## config.mk

```make
export PLATFORM = sky130hd
export DESIGN_NAME = seg_pipe_addsub
export DESIGN_NICKNAME = d
export VERILOG_FILES = /design/src/rtl/seg_pipe_addsub.sv
export SDC_FILE = /design/constraint.sdc
export NUM_CORES = 1
export LEC_CHECK = 0
export BUFFER_PORTS_ARGS = -buffer_cell sky130_fd_sc_hd__buf_2
export CAP_MARGIN = 20
export CORE_MARGIN = 2
export CORE_UTILIZATION = 50
export CTS_CLUSTER_SIZE = 28
export DETAILED_ROUTE_END_ITERATION = 10
export PLACE_DENSITY = 0.82
export SLEW_MARGIN = 20
export SYNTH_ARGS = -nofsm -noshare
export SYNTH_HDL_FRONTEND = slang
export SYNTH_SLANG_ARGS = --single-unit
```

## constraint.sdc

```tcl
create_clock -name clk -period 1.5 [get_ports clk]
set_input_delay 0.3 -clock clk [delete_from_list [all_inputs] [get_ports clk]]
set_output_delay 0.3 -clock clk [all_outputs]
set_load 0.03 [all_outputs]
```

## src/rtl/seg_pipe_addsub.sv

```systemverilog
// Pipelined WIDTH-bit add/sub. The carry chain is cut into SEGS registered CHUNK-bit slices.
// Latency: SEGS cycles from acceptance to out_valid. One op per cycle while out_ready stays high.
// Backpressure: valid/ready on both sides. Stages collapse bubbles, and in_ready = adv[0] && !flush.
module seg_pipe_addsub #(
    parameter int WIDTH = 16,
    parameter int SEGS  = 4
) (
    input  logic             clk,
    input  logic             rst_n,
    input  logic             flush,
    input  logic             in_valid,
    output logic             in_ready,
    input  logic [WIDTH-1:0] in_a,
    input  logic [WIDTH-1:0] in_b,
    input  logic             in_cin,
    input  logic             in_sub,
    output logic             out_valid,
    input  logic             out_ready,
    output logic [WIDTH-1:0] out_sum,
    output logic             out_cout,
    output logic             out_ovf
);
    localparam int CHUNK = WIDTH / SEGS;

    // Stage j hands (SEGS-1-j)*CHUNK still-unused b_eff bits to stage j+1.
    // Those bits are packed back to back in b_chain.
    function automatic int boff(input int j);
        int o;
        o = 0;
        for (int i = 0; i < j; i++) o += (SEGS - 1 - i) * CHUNK;
        return o;
    endfunction

    localparam int BT  = boff(SEGS - 1);
    localparam int BTW = (BT > 0) ? BT : 1;

    logic [SEGS-1:0]            v_q, v_d, c_q, c_d;
    logic [SEGS-1:0][WIDTH-1:0] w_q, w_d;   // low slices hold sum, high slices still hold a
    logic                       ovf_q, ovf_d;
    logic [SEGS-1:0][WIDTH-1:0] nw;
    logic [SEGS-1:0]            nc, sv, ld, adv;
    logic                       ovf_n;
    logic [BTW-1:0]             b_chain;

    always_comb begin
        logic nxt;
        adv = '0;
        nxt = !v_q[SEGS-1] || out_ready;
        adv[SEGS-1] = nxt;
        for (int k = SEGS - 2; k >= 0; k--) begin
            nxt    = !v_q[k] || nxt;
            adv[k] = nxt;
        end
    end

    assign in_ready = adv[0] && !flush;

    for (genvar k = 0; k < SEGS; k++) begin : g_stage
        localparam int IW = (SEGS - k) * CHUNK;
        localparam logic [WIDTH-1:0] ONES = '1;
        localparam logic [WIDTH-1:0] MASK = (ONES >> (WIDTH - CHUNK)) << (k * CHUNK);
        logic [WIDTH-1:0] sw;
        logic [IW-1:0]    sb;
        logic             sc;
        logic [CHUNK:0]   part;

        if (k == 0) begin : g_head
            assign sw    = in_a;
            assign sb    = in_sub ? ~in_b : in_b;
            assign sc    = in_cin ^ in_sub;
            assign sv[k] = in_valid && in_ready;
        end else begin : g_body
            assign sw    = w_q[k-1];
            assign sb    = b_chain[boff(k-1) +: IW];
            assign sc    = c_q[k-1];
            assign sv[k] = v_q[k-1];
        end

        assign part  = {1'b0, sw[k*CHUNK +: CHUNK]} + {1'b0, sb[CHUNK-1:0]} + {{CHUNK{1'b0}}, sc};
        assign nw[k] = (sw & ~MASK) | (WIDTH'(part[CHUNK-1:0]) << (k * CHUNK));
        assign nc[k] = part[CHUNK];

        if (k < SEGS - 1) begin : g_carry
            localparam int OW = IW - CHUNK;
            logic [OW-1:0] b_q, b_d;

            always_comb begin
                b_d = b_q;
                if (ld[k]) b_d = sb[IW-1:CHUNK];
            end

            always_ff @(posedge clk or negedge rst_n) begin
                if (!rst_n) b_q <= '0;
                else        b_q <= b_d;
            end

            assign b_chain[boff(k) +: OW] = b_q;
        end else begin : g_last
            // The top slice is resolved here, so sw[MSB] is still the original a[MSB].
            assign ovf_n = (sw[WIDTH-1] == sb[IW-1]) && (nw[k][WIDTH-1] != sw[WIDTH-1]);
        end
    end

    always_comb begin
        v_d   = v_q;
        w_d   = w_q;
        c_d   = c_q;
        ovf_d = ovf_q;
        ld    = '0;
        for (int k = 0; k < SEGS; k++) begin
            ld[k] = adv[k] && sv[k] && !flush;
            if (flush)       v_d[k] = 1'b0;
            else if (adv[k]) v_d[k] = sv[k];
            // Data only loads with a real op, so out_* keep the last result across bubbles and flush.
            if (ld[k]) begin
                w_d[k] = nw[k];
                c_d[k] = nc[k];
            end
        end
        if (ld[SEGS-1]) ovf_d = ovf_n;
    end

    always_ff @(posedge clk or negedge rst_n) begin
        if (!rst_n) begin
            v_q   <= '0;
            w_q   <= '0;
            c_q   <= '0;
            ovf_q <= 1'b0;
        end else begin
            v_q   <= v_d;
            w_q   <= w_d;
            c_q   <= c_d;
            ovf_q <= ovf_d;
        end
    end

    assign out_valid = v_q[SEGS-1];
    assign out_sum   = w_q[SEGS-1];
    assign out_cout  = c_q[SEGS-1];
    assign out_ovf   = ovf_q;
endmodule

```

==> run_results.csv <==
group,metric,value,unit
min_path,min_path_type,"in2reg",
synth,post_synth.cell_area_avg,13.4,um2
sta,slew_headroom,72.1,%
pwr,power,9540,uW
global_routing,overflow,0,
sta,setup_violations,94,
cts,clockBufferDepth,2,
final_layout,fin_area,0.00595,mm2
final_layout,drive_gt1_share,57.7,%
final_layout,final_cell_mix,"96 x dfrtp_1, 56 x buf_2, 47 x mux2_4",
route,first_pass_iters,5,
setup_path,worstSetupEndpointType,"register",
synth,ys_async_sr_fraction,100,%
placement,place_area,0.00515,mm2
placement,post-place-cells,499,
run_status,status,"finished, violations left",
setup_path,critPathRequiredTime,1.76,ns
final_layout,layoutNonFillerInstCount,535,
pwr,vdd_drop_max,0.618,mV
final_layout,n_antenna_cell,0,
route,vias,2871,
cts,clk_latency,0.38,ns
sta,worst_slew_pin_slew,0.418,ns
floorplan,design.core.area,0.00826,mm2
cts,clk_pin_slew,0.10,ns
route,viasPerCell,5.37,
setup_path,rr_worst_depth,6,
final_layout,area_growth,38.7,%
cts,cts_root_buf,"clkbuf_8",
setup_path,cp.arrival,1.99,ns
floorplan,initial_core_util,52.0,%
sta,layout_setup_ws,-0.238,ns
global_routing,grt_pass1_vias,2937,
synth,syn_nets,380,
cts,tritoncts,"built",
sta,period_share,116,%
synth,synth-seq-cells,97,
synth,ys_types,26,
run_status,failed_checks,"negative setup slack",
floorplan,die_y,96.6,um
setup_path,crit_fanout,2,
floorplan,io_pins,59,
sta,finalSetupTns,-11.83,ns
synth,synth_edf_count,0,
global_routing,grt_usage,20.2,%
final_layout,final_common_cell,"dfrtp_1",
global_routing,grt_max_degree,31,
global_routing,grt_antenna_before_repair,0,
placement,io_buffer_count,58,
pwr,leakage,0.00290,uW
route,avgRoutedWirePerCell,19.2,um
final_layout,fin_nets,484,
sta,rsz0062_at_grt,"yes",
final_layout,seqCellArea,0.00243,mm2
placement,place_ws,-0.360,ns
job,cap_violations,0,
cts,clock_sinks,97,
pwr,powerDensity,1600,mW/mm2
sta,fin_crit,1.74,ns
synth,ys_warn_count,0,
final_layout,multi_input_area,0.00216,mm2
placement,gp_congestion,0.754,
synth,syn_area,0.00429,mm2
sta,max_freq,575,MHz
global_routing,grt_pass1_wl,14800,um
sta,finalHoldViolCount,0,
sta,maxSlewViolCount,0,
cts,numCtsBuffers,9,
final_layout,fillCellCount,513,
route,drtAntennaViolNets,0,
route,drt-total-wl,10300,um
sta,fin_skew,0.0134,ns
cts,ctsHtreeMaxLevel,3,
route,drc,0,
synth,yosys_most_used_dff,"dfrtp_1",
floorplan,die_x,96.6,um
synth,ys_seq_area_share,56.6,%
setup_path,cp-start-kind,"register",
floorplan,die_area,0.00934,mm2
route,drt_iter0_drc,144,
placement,dp_hpwl,5810,um
setup_path,critPathKind,"reg2reg",
synth,synthCells,321,
floorplan,rows,33,
min_path,hold-path-cell-count,3,
-- stage by stage --
step | util, % | hold WS, ns
after global placement | 62.4 | 0.251
after global routing | 72.1 | 0.139
after detailed placement | 62.4 | 0.254
after CTS | 67.9 | 0.147
after floorplan | - | 0.00441
final | 72.1 | 0.150
-- where the power goes --
group / total, uW / leakage, uW / switching [uW] / internal, uW
Clock: 2010 / 0.000123 / 936 / 1080
Combinational: 3470 / 0.00162 / 1660 / 1820
Sequential: 4060 / 0.00116 / 602 / 3450
Total: 9540 / 0.00290 / 3190 / 6350
-- layer usage --
layer  track usage (%)  vias up  wire length (um)
met4              9.97        0               295
li1                  -     1295                 -
met2              33.5       87              5240
met5                 0        -                 0
met1              25.4     1467              4310
met3              3.76       22               440
-- area by class of cell --
type	instances	share of cell area, %
multi-input combinational	197	36.3
sequential	97	40.8
timing repair buffer	108	15.9
tap	105	2.21
clock buffer	12	2.77
inverter	12	0.757
clock inverter	4	1.24
-- kinds of logic after synthesis --
logic type | count (synthesis) | synth area share, %
AO/OA/AOI/OAI | 44 | 5.98
adder cells (fa/ha/maj) | 20 | 7.23
flip-flops | 97 | 56.6
XOR/XNOR | 26 | 5.31
multiplexers | 68 | 17.8
AND/OR/NAND/NOR | 39 | 4.14
buffers and inverters | 27 | 3.00
-- worst max-delay path, stage by stage, from the launching register on --
cell and delay (ns):
dfrtp_1 0.42, fa_2 0.26, inv_2 0.05, fa_2 0.34
buf_4 0.15, xnor2_1 0.14, mux2_4 0.28
-- cells in the mapped netlist (7+ instances only) --
| cell type | number | area share (%) |
|---|---|---|
| mux2_2 | 43 | 11 |
| nand2_1 | 13 | 1.1 |
| ha_1 | 12 | 3.5 |
| inv_1 | 12 | 1.0 |
| nor2_1 | 19 | 1.7 |
| xor2_1 | 8 | 1.6 |
| mux2_1 | 23 | 6.0 |
| a21o_1 | 7 | 1.2 |
| dfrtp_1 | 97 | 57 |
| fa_1 | 8 | 3.7 |
| xnor2_1 | 18 | 3.7 |
| buf_2 | 10 | 1.2 |
| o21ai_0 | 12 | 1.4 |
| a21oi_1 | 22 | 2.6 |
-- state kept, by name, summed over array words and instances (netlist names) --
register and cells:
g_stage.sw 48, g_stage.g_carry.b_q 24, out_sum 16, c_q 4, v_q 4, out_ovf 1
-- worst paths after layout --
check / startpoint / to / slack [ns]
max: c_q[1] / g_stage[3].sw[10] / -0.24
min: in_a[5] / g_stage[1].sw[5] / 0.15
max reg2reg: c_q[1] / g_stage[3].sw[10] / -0.24
min reg2reg: out_sum[9] / out_sum[9] / 0.48
max in group asynchronous: rst_n / out_sum[13] / 0.55
min in group asynchronous: rst_n / g_stage[1].g_carry.b_q[6] / 0.39
-- timing repair --
item / in CTS / in global routing
gates cloned: 4 / 6
hold endpoints to repair: 27 / 0
hold buffers: 1 / 0
buffers inserted: 3 / 8
pin swaps: 20 / 0
endpoints found under the setup margin: 75 / 94
resized for setup: 24 / 57
No activity file was read; power rests on OpenSTA's default activity.
